$ cat config.mk
export PLATFORM = sky130hd
export DESIGN_NAME = peripheral_display_scan
export DESIGN_NICKNAME = d
export VERILOG_FILES = /design/src/rtl/peripheral_display_scan.sv
export SDC_FILE = /design/constraint.sdc
export NUM_CORES = 1
export LEC_CHECK = 0
export BUFFER_PORTS_ARGS = -buffer_cell sky130_fd_sc_hd__buf_2
export CORE_ASPECT_RATIO = 1.75
export CORE_UTILIZATION = 51
export DETAILED_ROUTE_END_ITERATION = 6
export PLACE_DENSITY = 0.84
export SLEW_MARGIN = 20
export SYNTH_ARGS = -nofsm -noshare
export SYNTH_HDL_FRONTEND = slang
export SYNTH_SLANG_ARGS = --single-unit
$ cat constraint.sdc
create_clock -name clk -period 2.15 [get_ports clk]
set_input_delay 0.1075 -clock clk [delete_from_list [all_inputs] [get_ports clk]]
set_output_delay 0.1075 -clock clk [all_outputs]
set_load 0.1 [all_outputs]
$ cat src/rtl/peripheral_display_scan.sv
// peripheral_display_scan
//
// Time-multiplexed driver for a bank of common-anode 7-segment digits.
// A load strobe copies the packed nibble vector, per-digit modes and the
// leading-zero enable into shadow registers. The scanner then lights one
// digit per slot of PRESCALE cycles. It keeps all anodes off for the first
// GUARD cycles of each slot to avoid ghosting. Blinking digits alternate
// every BLINK_DIV frames.
//
// Ports:
//   clk        in   system clock, all state on the rising edge
//   reset      in   synchronous, active-high reset
//   value      in   4*N_DIGITS packed nibbles, digit 0 in value[3:0]
//   mode       in   2*N_DIGITS per-digit modes:
//                   00 hex, 01 blank, 10 minus, 11 blinking hex
//   lz_en      in   leading-zero blanking enable
//   load       in   one-cycle strobe capturing value/mode/lz_en
//   seg        out  segments gfedcba, active-low, registered
//   an         out  anodes, active-low, at most one low, registered
//   frame_tick out  one-cycle pulse at the end of each full scan, registered
module peripheral_display_scan #(
    parameter int N_DIGITS  = 4,
    parameter int PRESCALE  = 50000,
    parameter int GUARD     = 2,
    parameter int BLINK_DIV = 16
) (
    input  logic                    clk,
    input  logic                    reset,
    input  logic [4*N_DIGITS-1:0]   value,
    input  logic [2*N_DIGITS-1:0]   mode,
    input  logic                    lz_en,
    input  logic                    load,
    output logic [6:0]              seg,
    output logic [N_DIGITS-1:0]     an,
    output logic                    frame_tick
);

    localparam int PW = (PRESCALE  > 1) ? $clog2(PRESCALE)  : 1;
    localparam int IW = (N_DIGITS  > 1) ? $clog2(N_DIGITS)  : 1;
    localparam int FW = (BLINK_DIV > 1) ? $clog2(BLINK_DIV) : 1;

    localparam logic [PW-1:0] P_LAST  = PW'(PRESCALE - 1);
    localparam logic [PW-1:0] P_GUARD = PW'(GUARD);
    localparam logic [IW-1:0] I_LAST  = IW'(N_DIGITS - 1);
    localparam logic [FW-1:0] F_LAST  = FW'(BLINK_DIV - 1);

    localparam logic [1:0] MODE_HEX   = 2'b00;
    localparam logic [1:0] MODE_BLANK = 2'b01;
    localparam logic [1:0] MODE_MINUS = 2'b10;
    localparam logic [1:0] MODE_BLINK = 2'b11;

    localparam logic [6:0] GLYPH_BLANK = 7'b1111111;
    localparam logic [6:0] GLYPH_MINUS = 7'b0111111;

    // Active-low gfedcba pattern for one hex nibble.
    function automatic logic [6:0] hex_glyph(input logic [3:0] nib);
        logic [6:0] g;
        case (nib)
            4'h0:    g = 7'b1000000;
            4'h1:    g = 7'b1111001;
            4'h2:    g = 7'b0100100;
            4'h3:    g = 7'b0110000;
            4'h4:    g = 7'b0011001;
            4'h5:    g = 7'b0010010;
            4'h6:    g = 7'b0000010;
            4'h7:    g = 7'b1111000;
            4'h8:    g = 7'b0000000;
            4'h9:    g = 7'b0011000;
            4'hA:    g = 7'b0001000;
            4'hB:    g = 7'b0000011;
            4'hC:    g = 7'b1000110;
            4'hD:    g = 7'b0100001;
            4'hE:    g = 7'b0000110;
            4'hF:    g = 7'b0001110;
            default: g = GLYPH_BLANK;
        endcase
        return g;
    endfunction

    // Scan and shadow state
    logic [PW-1:0]          pcnt_r;
    logic [IW-1:0]          idx_r;
    logic [FW-1:0]          fcnt_r;
    logic                   bp_r;
    logic [4*N_DIGITS-1:0]  value_r;
    logic [2*N_DIGITS-1:0]  mode_r;
    logic                   lz_r;

    // Registered outputs
    logic [6:0]             seg_r;
    logic [N_DIGITS-1:0]    an_r;
    logic                   frame_tick_r;

    // Combinational helpers
    logic                   slot_end_s;
    logic                   frame_end_s;
    logic [3:0]             nib_s [N_DIGITS];
    logic [1:0]             md_s  [N_DIGITS];
    logic [N_DIGITS-1:0]    lz_blank_s;
    logic                   lz_run_s;
    logic [3:0]             cur_nib_s;
    logic [1:0]             cur_mode_s;
    logic [6:0]             glyph_s;
    logic [N_DIGITS-1:0]    an_s;

    assign slot_end_s  = (pcnt_r == P_LAST);
    assign frame_end_s = slot_end_s && (idx_r == I_LAST);

    // Split the shadow vectors into per-digit nibbles and modes.
    always_comb begin
        for (int i = 0; i < N_DIGITS; i++) begin
            nib_s[i] = value_r[4*i +: 4];
            md_s[i]  = mode_r[2*i +: 2];
        end
    end

    // Leading-zero mask: a digit blanks only if it and every higher digit
    // are hex-mode zeros; the run is walked from the top digit downward.
    always_comb begin
        lz_blank_s = {N_DIGITS{1'b0}};
        lz_run_s   = 1'b1;
        for (int i = N_DIGITS - 1; i >= 1; i--) begin
            lz_run_s = lz_run_s
                       && ((md_s[i] == MODE_HEX) || (md_s[i] == MODE_BLINK))
                       && (nib_s[i] == 4'h0);
            lz_blank_s[i] = lz_run_s && lz_r;
        end
    end

    // Glyph for the digit currently selected by idx (first rule wins).
    always_comb begin
        cur_nib_s  = nib_s[idx_r];
        cur_mode_s = md_s[idx_r];
        if (cur_mode_s == MODE_BLANK) begin
            glyph_s = GLYPH_BLANK;
        end else if ((cur_mode_s == MODE_BLINK) && bp_r) begin
            glyph_s = GLYPH_BLANK;
        end else if (lz_blank_s[idx_r]) begin
            glyph_s = GLYPH_BLANK;
        end else if (cur_mode_s == MODE_MINUS) begin
            glyph_s = GLYPH_MINUS;
        end else begin
            glyph_s = hex_glyph(cur_nib_s);
        end
    end

    // Anode pattern: all off during the guard interval, else only idx low.
    always_comb begin
        an_s = {N_DIGITS{1'b1}};
        if (pcnt_r < P_GUARD) begin
            an_s = {N_DIGITS{1'b1}};
        end else begin
            an_s[idx_r] = 1'b0;
        end
    end

    // Shadow capture, prescaler, digit index and blink phase.
    always_ff @(posedge clk) begin
        if (reset) begin
            pcnt_r  <= {PW{1'b0}};
            idx_r   <= {IW{1'b0}};
            fcnt_r  <= {FW{1'b0}};
            bp_r    <= 1'b0;
            value_r <= {(4*N_DIGITS){1'b0}};
            mode_r  <= {(2*N_DIGITS){1'b0}};
            lz_r    <= 1'b0;
        end else begin
            if (load) begin
                value_r <= value;
                mode_r  <= mode;
                lz_r    <= lz_en;
            end
            pcnt_r <= slot_end_s ? {PW{1'b0}} : (pcnt_r + PW'(1));
            if (slot_end_s) begin
                idx_r <= frame_end_s ? {IW{1'b0}} : (idx_r + IW'(1));
            end
            if (frame_end_s) begin
                if (fcnt_r == F_LAST) begin
                    fcnt_r <= {FW{1'b0}};
                    bp_r   <= ~bp_r;
                end else begin
                    fcnt_r <= fcnt_r + FW'(1);
                end
            end
        end
    end

    // Output registers: one cycle behind the scan state they reflect.
    always_ff @(posedge clk) begin
        if (reset) begin
            seg_r        <= GLYPH_BLANK;
            an_r         <= {N_DIGITS{1'b1}};
            frame_tick_r <= 1'b0;
        end else begin
            seg_r        <= glyph_s;
            an_r         <= an_s;
            frame_tick_r <= frame_end_s;
        end
    end

    assign seg        = seg_r;
    assign an         = an_r;
    assign frame_tick = frame_tick_r;

endmodule

# Word-level counts from Yosys, hierarchy flattened
# Memory sizes are Yosys's and may differ from the RTL's.
# Index checks and enable logic that the tools add are counted.
[totals]
ff_bits = 60
romBits = 112
inputBits = 28
output_inout_bits = 12
word_cells = 69
memories = 1
[classes]
n_addsub = 3
order_cmp = 4
n_eq_ne = 9
muxes = 13
n_bitwise = 3
n_reduce_logical = 25
[mem_list]
columns = ["name", "words", "word_bits", "read_ports", "rd_clocked_by_memory_dff", "write_ports", "line", "rtl"]
rows = [
  ["(name not given)", 16, 7, 1, 0, 0, "58", "case (nib)"],
]
[op_table]
columns = ["op", "count"]
rows = [
  ["adder 16 x 1 -> 16 bit (second input constant)", 1],
  ["equality test 16 bit (second input constant)", 1],
  ["less-than comparator 16 x 2 -> 1 bit (second input constant)", 1],
  ["equality test 2 bit (second input constant)", 6],
  ["zero test 4 bit", 3],
  ["two-way mux 4 bit", 3],
  ["logical AND 1 bit", 11],
  ["binary-select mux 4 bit (select 2 bit)", 1],
  ["two-way mux 7 bit", 1],
  ["zero test 2 bit", 3],
  ["two-way mux 2 bit", 3],
  ["OR reduction 5 bit", 1],
  ["adder 4 x 1 -> 4 bit (second input constant)", 1],
  ["binary-select mux 2 bit (select 2 bit)", 1],
  ["equality test 4 bit (second input constant)", 1],
  ["inverter 4 bit", 1],
  ["OR reduction 2 bit", 2],
  ["OR reduction 4 bit", 1],
  ["greater-or-equal comparator 3 bit (second input constant)", 1],
  ["logical OR 1 bit", 3],
  ["less-than comparator 2 x 3 -> 1 bit (second input constant)", 1],
  ["inverter 2 -> 3 bit", 1],
  ["adder 2 x 1 -> 2 bit (second input constant)", 1],
  ["binary-select mux 1 bit (select 2 bit)", 1],
  ["6 further kinds", 7],
]

# Depth between registers and ports, before layout
[logic_depth]
word_depth = 11
ltp_mapped = 8
depth_no_buf = 7

# Least setup slack after synthesis
# OpenSTA, ideal clock, no wires.
[synth_path]
kind = "register to register"
start = "register idx_r[0]"
end = "register seg_r[3], in the netlist seg[3]"
setup_time_ps = 135
arrival_ps = 2068
setup_slack_ps = -53
stages_incl_launch_ff = 8
n_path_buf = 1
period_less_slack_ps = 2203
cell_sequence = "dfxtp_1 > buf_4 > mux4_2 > inv_1 > ha_1 > mux2_2 > o221ai_1 > o21ai_0"
[synth_between]
elab_chain_len = 7
[synth_lines]
columns = ["element", "line", "rtl"]
rows = [
  ["from (decl)", "82", "logic [IW-1:0] idx_r;"],
  ["from (signal assigned)", "161", "idx_r <= {IW{1'b0}};"],
  ["from (signal assigned)", "175", "idx_r <= frame_end_s ? {IW{1'b0}} : (idx_r + IW'(1));"],
  ["parallel branches: the longest is 7 deep, another holds memory (16 x 7 bit)", "n/a", ""],
  ["to (signal assigned)", "195", "seg_r <= glyph_s;"],
  ["to (decl)", "90", "logic [6:0] seg_r;"],
]
# Several ways; the timed one is not identified. The select of a mux whose other input is x is not followed.
# A chain may end at the register's enable or synchronous reset.

# Worst setup path in the final report
[layout_path]
start = "register idx_r[0]"
end = "register seg_r[6], in the netlist seg[6]"
[layout_between]
elab_chain_len = 7
[layout_lines]
columns = ["element"]
rows = [
  ["parallel branches: the longest is 7 deep, another holds memory (16 x 7 bit)"],
]
# Several ways; the timed one is not identified. The select of a mux whose other input is x is not followed.

==> metrics.csv <==
metric,value,unit
whs_path_depth,3,
worst_slew_pin_slew,0.731,ns
layout.nets,382,
synthCells,296,
synth-seq-cells,60,
synth_area_leader_cell,dfxtp_1,
ir_drop,0.458,mV
syn_to_final_growth,16.3,%
ys_async_sr_fraction,0,%
die-area,5790,um2
hold_violations,0,
synth_ff_type,dfxtp_1,
clock.fmax,483,MHz
syn_area_per_cell,9.43,um2
wirelength,5800,um
finalCritPeriodShare,96.4,%
cts_max_level,3,
vias,2231,
min-delay-start,value[6],
clockRootBuffer,clkbuf_8,
rows,35,
fin_skew,0.00973,ns
r2r-start,idx_r[0],
clk_latency,0.33,ns
yosys.cell_types.count,38,
worstSetupEndpointType,register,
reg2reg_depth,8,
portBuffers,39,
ys_top_cells_by_area,"dfxtp_1 (43%), mux2i_1 (10%), nor2_1 (7.9%)",
worstPathRequired,2.36,ns
setup_viol,0,
fillers,419,
maxCapViolCount,0,
cts_buffer_depth,2,
cts_sinks,60,
hp-class,primary input to register,
critPathSlowestCell,mux4_2,
routed_via_density,5.55,
start_util,53.1,%
status,"finished, violations left",
cts_tree,yes,
reg2reg_slack,0.08,ns
reg2reg_to,seg[6],
report.final.slew_viol_count,0,
min_to,value_r[6],
wire_per_inst,14.4,um
cp-start-kind,register,
power_per_cell_area,739,nW/um2
die_h,99.9,um
grt_pass1_wl,9720,um
synth_edf_count,0,
critPathMaxStageDelay,0.54,ns
drt_first_pass_iters,6,
utilization,61.8,%
netlist_area,2790,um2
cp.arrival,2.28,ns
path_cells,"mux4_2, buf_4, ha_1, inv_1, mux2i_1, nor2_1, a211oi_1, or2_2",
slew_headroom,51.3,%
crit_type,register to register,
finalPower,2.40,mW
overflow,0,
antenna_found_initial,0,
die_w,57.9,um
power.leakage,1.35,nW
period_needed,2.07,ns
cts_made_buffers,9,
drt_iter0_markers,101,
synth.top_cell.area_share,43.0,%
synth-seq-area-share,43.0,%
yosysWarnings,0,
grt_max_degree,26,
grt_pass1_vias,2266,
diodes,0,
core,5260,um2
drive_above_1_share,24.2,%
drc,4,
place_congestion,0.885,
cp_max_fo,6,
hpwl,4300,um
violations,DRC,
io_pins,40,
grt_usage,22.1,%
clk_pin_slew_worst_paths,0.06,ns
synth_nets,335,
ant_nets,0,
per-stage QoR:
step	cells	setup TNS [ns]	area [um2]	setup slack (ns)	hold WS [ns]
after global placement	385	0	3050	0.0938	0.344
final	402	0	3250	0.0783	0.0184
after global routing	402	-0.0185	3250	-0.0185	0.0195
after floorplan	296	0	2800	0.0240	0.254
after CTS	401	0	3230	0.0111	0.00292
after detailed placement	385	0	3050	0.0241	0.353
per-layer routing:
metal	track usage (%)	vias to the layer above	share of wire (%)
met2	40.9	40	57
met3	5.54	14	2.8
met4	13.2	0	2.8
li1	-	1114	-
met1	21.1	1063	37
met5	0	-	0
state kept, by name (all words and copies together) (netlist names):
register and cells:
fcnt_r 4, pcnt_r 16, seg 7, mode_r 8, lz_r 1, bp_r 1, idx_r 2, frame_tick 1
value_r 16, an 4
what timing repair did:
action,in CTS,in global routing
buffers inserted,1,1
hold buffers,0,0
resized for setup,0,6
pin swaps,0,1
setup endpoints to repair,1,3
cell type report:
| cell class | count | area (um2) | share of cell area [%] |
|---|---|---|---|
| clock buffers | 13 | 159 | 4.89 |
| flip-flops and latches | 60 | 1200 | 37.1 |
| clock inverters | 2 | 10.0 | 0.308 |
| multi-input cells | 209 | 1480 | 45.5 |
| repair buffers | 50 | 278 | 8.55 |
| inverters | 13 | 48.8 | 1.50 |
| well taps | 55 | 68.8 | 2.12 |
cells by family after synthesis:
logic type | count (synthesis) | synth area share [%]
and+or+nand+nor | 119 | 20.1
DFF | 60 | 43.0
muxes | 37 | 16.1
buffers and inverters | 27 | 4.44
AOI/OAI and AO/OA | 23 | 5.47
xor gates and xnor gates | 19 | 5.96
adders and majority gates | 11 | 4.93
synthesized netlist by cell type (4+ instances only):
| cell | instances |
|---|---|
| inv_1 | 13 |
| mux2i_1 | 28 |
| nand2_1 | 18 |
| ha_1 | 11 |
| nor4_1 | 5 |
| mux4_2 | 6 |
| xor2_1 | 7 |
| nor2_1 | 59 |
| and3_1 | 4 |
| clkbuf_1 | 8 |
| nand3_1 | 11 |
| a31oi_1 | 4 |
| dfxtp_1 | 60 |
| xnor2_1 | 12 |
| nand4_1 | 7 |
| a21oi_1 | 8 |
power breakdown:
part | leakage (nW) | internal [mW] | switching (mW)
combinational | 0.767 | 0.114 | 0.231
clock | 0.0893 | 0.471 | 0.391
sequential | 0.492 | 1.16 | 0.0338
total | 1.35 | 1.75 | 0.656
layout by cell type, fill, tap and decap left out, types with 3 or more instances in the layout:
cell and count:
nor3_1 3, a21oi_1 8, clkbuf_8 11, nand3_1 11, a31oi_1 4, ha_1 11
nor2_1 58, dfxtp_1 59, mux2i_1 28, buf_4 11, mux4_2 6, nand4_1 7
nand2_1 18, and3_1 4, buf_2 39, inv_1 11, nor3b_1 3, mux2_2 3
xor2_1 7, xnor2_1 12, nor4_1 5
worst max-delay path, delay by kind of cell (launching register included):
kind	cells	cell delay, ns
muxes	2	0.64
DFF	1	0.40
and+or+nand+nor	2	0.38
buffers and inverters	2	0.26
adders and majority gates	1	0.22
AOI/OAI and AO/OA	1	0.05
how the worst max path moves through the flow:
stage,startpoint,end,slack (ns),cells after the start
floorplan,idx_r[1],seg[3],0.02,7
global placement,idx_r[0],seg[3],0.09,6
detailed placement,idx_r[0],seg[3],0.02,6
CTS,idx_r[0],seg[3],0.01,6
global route,idx_r[0],seg[6],-0.02,8
finish,idx_r[0],seg[6],0.08,8
(Power assumes the default switching activity.)
